## src/rtl/stream_mux_rr_if.sv

```systemverilog
// Bundle of the stream mux's channel-side and output-side handshake signals.
// The slave modport is the mux; the master modport drives the channels and sinks the output.
interface stream_mux_rr_if #(
    parameter int unsigned K  = 1,
    parameter int unsigned N  = 8,
    parameter int unsigned SW = 3
);
    logic [N*K-1:0] in_data;
    logic [N-1:0]   in_valid;
    logic [N-1:0]   in_ready;
    logic [SW-1:0]  sel;
    logic           mode;
    logic [K-1:0]   out_data;
    logic [SW-1:0]  out_sel;
    logic           out_valid;
    logic           out_ready;
    logic [15:0]    xfer_cnt;

    modport slave (
        input  in_data, in_valid, sel, mode, out_ready,
        output in_ready, out_data, out_sel, out_valid, xfer_cnt
    );

    modport master (
        output in_data, in_valid, sel, mode, out_ready,
        input  in_ready, out_data, out_sel, out_valid, xfer_cnt
    );
endinterface

```

## src/rtl/stream_mux_rr.sv

```systemverilog
// N-channel valid/ready stream mux into a single registered output stage with a handshake counter.
// Define STREAM_MUX_RR_EN to build round-robin mode; otherwise selection is always fixed by sel.
module stream_mux_rr #(
    parameter int unsigned K  = 1,
    parameter int unsigned N  = 8,
    parameter int unsigned SW = 3
) (
    input logic            clk,
    input logic            rst_n,
    stream_mux_rr_if.slave bus
);
    localparam logic [SW:0] NUM_CH = (SW+1)'(N);

    logic [K-1:0]  r_out_data;
    logic [SW-1:0] r_out_sel;
    logic          r_out_valid;
    logic [15:0]   r_xfer_cnt;

    logic          w_load;
    logic          w_chosen;
    logic          w_accept;
    logic [SW-1:0] w_c;
    logic [K-1:0]  w_data;
    logic [N-1:0]  w_in_ready;

    assign w_load = !r_out_valid || bus.out_ready;

`ifdef STREAM_MUX_RR_EN
    logic [SW-1:0] r_ptr;
    logic [SW-1:0] w_rr_c;
    logic          w_rr_found;
    logic [SW:0]   w_idx;

    // Search downward from the farthest offset so the nearest valid channel after ptr wins.
    always_comb begin
        w_rr_found = 1'b0;
        w_rr_c     = '0;
        w_idx      = '0;
        for (int i = int'(N) - 1; i >= 0; i--) begin
            w_idx = {1'b0, r_ptr} + (SW+1)'(i);
            if (w_idx >= NUM_CH) begin
                w_idx = w_idx - NUM_CH;
            end
            if (bus.in_valid[w_idx[SW-1:0]]) begin
                w_rr_found = 1'b1;
                w_rr_c     = w_idx[SW-1:0];
            end
        end
    end

    always_comb begin
        w_chosen = ({1'b0, bus.sel} < NUM_CH);
        w_c      = bus.sel;
        if (bus.mode) begin
            w_chosen = w_rr_found;
            w_c      = w_rr_c;
        end
    end

    always_ff @(posedge clk or negedge rst_n) begin
        if (!rst_n) begin
            r_ptr <= '0;
        end else if (w_accept && bus.mode) begin
            r_ptr <= (w_c == SW'(N - 1)) ? '0 : w_c + SW'(1);
        end
    end
`else
    logic w_unused_mode;
    assign w_unused_mode = bus.mode;

    always_comb begin
        w_chosen = ({1'b0, bus.sel} < NUM_CH);
        w_c      = bus.sel;
    end
`endif

    always_comb begin
        w_data = '0;
        for (int i = 0; i < int'(N); i++) begin
            if (w_c == SW'(i)) begin
                w_data = bus.in_data[i*K +: K];
            end
        end
    end

    // Only the chosen channel sees ready, and only when the output stage can load.
    assign w_in_ready = (w_chosen && w_load) ? (N'(1) << w_c) : '0;
    assign w_accept   = |(bus.in_valid & w_in_ready);

    always_ff @(posedge clk or negedge rst_n) begin
        if (!rst_n) begin
            r_out_data  <= '0;
            r_out_sel   <= '0;
            r_out_valid <= 1'b0;
            r_xfer_cnt  <= '0;
        end else begin
            if (w_accept) begin
                r_out_data  <= w_data;
                r_out_sel   <= w_c;
                r_out_valid <= 1'b1;
            end else if (w_load) begin
                r_out_valid <= 1'b0;
            end
            if (r_out_valid && bus.out_ready) begin
                r_xfer_cnt <= r_xfer_cnt + 16'd1;
            end
        end
    end

    assign bus.in_ready  = w_in_ready;
    assign bus.out_data  = r_out_data;
    assign bus.out_sel   = r_out_sel;
    assign bus.out_valid = r_out_valid;
    assign bus.xfer_cnt  = r_xfer_cnt;
endmodule

```

## src/flat_wrapper.sv

```systemverilog
// flat-port wrapper written by rule: the top's interface ports become plain ports
module stream_mux_rr_flat 
#(
    parameter int unsigned K  = 1,
    parameter int unsigned N  = 8,
    parameter int unsigned SW = 3
)
  (clk, rst_n, bus_in_data, bus_in_valid, bus_sel, bus_mode, bus_out_ready, bus_in_ready, bus_out_data, bus_out_sel, bus_out_valid, bus_xfer_cnt);
  stream_mux_rr_if #(.K(K), .N(N), .SW(SW)) bus_i ();
  input logic clk;
  input logic rst_n;
  input wire logic [$bits(bus_i.in_data)-1:0] bus_in_data;
  input wire logic [$bits(bus_i.in_valid)-1:0] bus_in_valid;
  input wire logic [$bits(bus_i.sel)-1:0] bus_sel;
  input wire logic [$bits(bus_i.mode)-1:0] bus_mode;
  input wire logic [$bits(bus_i.out_ready)-1:0] bus_out_ready;
  output wire logic [$bits(bus_i.in_ready)-1:0] bus_in_ready;
  output wire logic [$bits(bus_i.out_data)-1:0] bus_out_data;
  output wire logic [$bits(bus_i.out_sel)-1:0] bus_out_sel;
  output wire logic [$bits(bus_i.out_valid)-1:0] bus_out_valid;
  output wire logic [$bits(bus_i.xfer_cnt)-1:0] bus_xfer_cnt;
  assign bus_i.in_data = bus_in_data;
  assign bus_i.in_valid = bus_in_valid;
  assign bus_i.sel = bus_sel;
  assign bus_i.mode = bus_mode;
  assign bus_i.out_ready = bus_out_ready;
  assign bus_in_ready = bus_i.in_ready;
  assign bus_out_data = bus_i.out_data;
  assign bus_out_sel = bus_i.out_sel;
  assign bus_out_valid = bus_i.out_valid;
  assign bus_xfer_cnt = bus_i.xfer_cnt;
  stream_mux_rr #(.K(K), .N(N), .SW(SW)) u_core (.clk(clk), .rst_n(rst_n), .bus(bus_i));
endmodule
```

## config.mk

```make
export PLATFORM = sky130hd
export DESIGN_NAME = stream_mux_rr_flat
export DESIGN_NICKNAME = d
export VERILOG_FILES = /design/src/rtl/stream_mux_rr_if.sv /design/src/rtl/stream_mux_rr.sv /design/src/flat_wrapper.sv
export SDC_FILE = /design/constraint.sdc
export NUM_CORES = 1
export LEC_CHECK = 0
export CAP_MARGIN = 5
export CELL_PAD_IN_SITES_DETAIL_PLACEMENT = 0
export CELL_PAD_IN_SITES_GLOBAL_PLACEMENT = 1
export CORE_MARGIN = 4
export CORE_UTILIZATION = 28
export DETAILED_ROUTE_END_ITERATION = 8
export MAX_ROUTING_LAYER = met4
export PLACE_DENSITY_LB_ADDON = 0.1
export SYNTH_ARGS = -nofsm -noshare
export SYNTH_HDL_FRONTEND = slang
export SYNTH_SLANG_ARGS = --single-unit
```

## constraint.sdc

```tcl
create_clock -name clk -period 1.4 [get_ports clk]
set_input_delay 0.21 -clock clk [delete_from_list [all_inputs] [get_ports clk]]
set_output_delay 0.21 -clock clk [all_outputs]
set_load 0.005 [all_outputs]
```

==> reports/qor.csv <==
metric,value,unit
clk_latency,250,ps
p_seq_share,36.1,%
syn_area,1220,sq um
synth_top_cells_by_area,"dfrtp_1 43%, xnor2_1 7.9%, nand2_1 4.0%",
finish.utilization,52.54,%
clk_path_buf_depth,2,
synth_ff_type,dfrtp_1,
grt_start_max_net_pins,22,
worstPathMaxFanout,4,
placement_rows,23,
gp_congestion,0.7482,
ys_warn_count,0,
grt_overflow_total,0,
antenna_found_initial,0,
synth.ff_latch_count,21,
final-hold-violation-count,0,
switching_share,30.27,%
firstDrtPassIters,4,
slew_violations,0,
area_growth,77.23,%
cts-hold-fix-buffers,0,
setup_violations,0,
p_leak,1.059,nW
status,"finished, final reports clean",
wl_met3,168,microns
routed-via-count,1192,
dp_hpwl,2.566,mm
cts-buffers-inserted,3,
cts.sinks,21,
portBuffers,50,
ys_seq_area_share,43.08,%
yosys.cell_types.count,36,
cpMaxStageDelayCell,dfrtp_1,
critPathLaunchType,flip-flop,
synthesis.nets,139,
reg2reg_slack,20,ps
clockPowerShare,17.6,%
die_width,74.01,microns
p_per_area,1030,nW/um^2
fin_skew,2.325,ps
cts_max_level,1,
vias_per_cell,4.675,
intPower,1.552,mW
top_layer_used,met4,
max_freq,725.1,MHz
pwr-share-comb,46.3,%
hold_path.class,primary input to asynchronous set/reset pin,
ios,52,
path_class,flip-flop to flip-flop,
max_slew_margin,80.64,%
insertedDiodeCount,0,
path_cells,buf_4 > nand4_4 > nor4_4 > nand4_1 > xnor2_1,
fin_crit_sh,98.51,%
avgRoutedWirePerCell,13.56,microns
path_delay_family,simple AND/OR/NAND/NOR gates,
synth_area_per_cell,10.61,sq um
netlist_instances,115,
synth_top_area_share,43.08,%
start_util,29.64,%
clkTransAtPathRegs,70,ps
grt_pass1_vias,1246,
end_kind,flip-flop,
required,1550,ps
dr_wl_met2,1.687,mm
nets,230,
async_reset_ff_share,100.0,%
vdd_drop_max,0.5767,mV
synth-edff-count,0,
coreArea,4115,sq um
dr.first_iter.drc_count,21,
tightest_slew,289.7,ps
antenna_left,0,
drt-met1-wl,1.592,mm
maxCapViolCount,0,
cts-root-buf,clkbuf_8,
whs,298.7,ps
path_buf_inv,1,
p_switching,0.6739,mW
fp.dieArea,5477,sq um
cpPeakStageDelay,350,ps
rsz0062_at_grt,true,
arrival,1530,ps
wl,3.459,mm
yosysTopAreaCell,dfrtp_1,
cts_tree,yes,
grtUsageTotal,13.39,%
fp.dieH,74.01,microns
drcViolationCount,0,
grt_pass1_wl,5.595,mm
layout-drive-gt1-share,38.05,%
layout_min_cycle_time,1379,ps
cell usage in the layout (no fill, tap or decap), types with 3 or more instances in the layout:
cell             count
buf_2                8
buf_4               37
buf_6                3
clkbuf_8             3
clkdlybuf4s50_1     26
dfrtp_1             20
dlygate4sd2_1       10
dlymetal6s2s_1       4
nand2_1             12
nand4_1              4
nor2_1               9
xnor2_1             11
xor2_1               4
final timing paths:
kind	to	cells past startpoint	startpoint
worst max register to register	u_core.bus.xfer_cnt[13]	5	u_core.bus.xfer_cnt[4]
min in group clk	u_core.bus.xfer_cnt[15]	1	u_core.bus.xfer_cnt[15]
worst max-delay path	u_core.bus.xfer_cnt[13]	5	u_core.bus.xfer_cnt[4]
worst min-delay path	u_core.bus.xfer_cnt[3]	2	rst_n
worst min register to register	u_core.bus.xfer_cnt[15]	1	u_core.bus.xfer_cnt[15]
max in group asynchronous	u_core.bus.xfer_cnt[10]	2	rst_n
layer usage:
metal | vias up | global-route usage [%]
met3 | 2 | 3.243
met1 | 575 | 17.38
met5 | - | -
li1 | 582 | -
met2 | 33 | 21.46
met4 | 0 | 2.414
sequential cells by signal (all words and copies together) (netlist names):
signal,cells
u_core.bus.xfer_cnt,16
u_core.bus.out_valid,1
u_core.bus.out_sel,3
u_core.bus.out_data,1
synthesized netlist by cell type, types with 2 or more instances:
| master | instances |
|---|---|
| clkbuf_8 | 3 |
| a31oi_1 | 2 |
| mux2_1 | 2 |
| nor3_1 | 3 |
| xnor2_1 | 11 |
| mux2i_1 | 4 |
| a21oi_1 | 2 |
| nand4_2 | 2 |
| nand3_1 | 4 |
| nand2b_1 | 4 |
| inv_1 | 2 |
| dfrtp_1 | 21 |
| xor2_1 | 4 |
| o21ai_0 | 2 |
| nor2_1 | 12 |
| mux2_2 | 2 |
| nand2_1 | 13 |
| nand4_1 | 4 |
power by group through the flow:
stage / logic [mW] / clock network (mW) / registers (mW)
6_report: 1.03 / 0.391 / 0.804
5_1_grt: 1.13 / 0.437 / 0.813
4_1_cts: 0.968 / 0.410 / 0.803
3_5_place_dp: 0.888 / 0 / 0.830
3_3_place_gp: 0.872 / 0 / 0.822
2_1_floorplan: 0.275 / 0 / 0.868
final cells by class:
class / count / area [sq um]
Clock buffer: 4 / 45.04
Fill cell: 392 / 1953
Inverter: 2 / 7.507
Multi-Input combinational cell: 88 / 750.7
Sequential cell: 21 / 526.8
Tap cell: 50 / 62.56
Timing Repair Buffer: 90 / 769.5
stage by stage:
stage	std cells	setup slack [ps]	area (sq um)	power [mW]	setup TNS, ps
finish	255	20.88	2162	2.226	0
floorplan	115	5.200	1220	1.143	0
global route	255	-72.38	2162	2.378	-628.7
global placement	236	-501.2	1918	1.693	-8672
detailed placement	236	-499.6	1918	1.718	-8872
CTS	250	1.036	2090	2.181	0
kinds of logic after synthesis:
kind of cell    count (synthesis)  synth area share, %
simple gates                   53                25.64
flops                          21                43.08
xor+xnor                       15                10.77
compound gates                 10                5.744
mux                             9                8.820
buf+inv                         6                4.923
fa+ha+maj                       1                1.025
timing repair:
action,in CTS,in global routing
buffers inserted,10,6
endpoints found under the hold margin,0,0
resized for setup,64,12
setup endpoints to repair,31,24
pin swaps,5,12
Note: power is estimated with default switching activity, not from simulation.
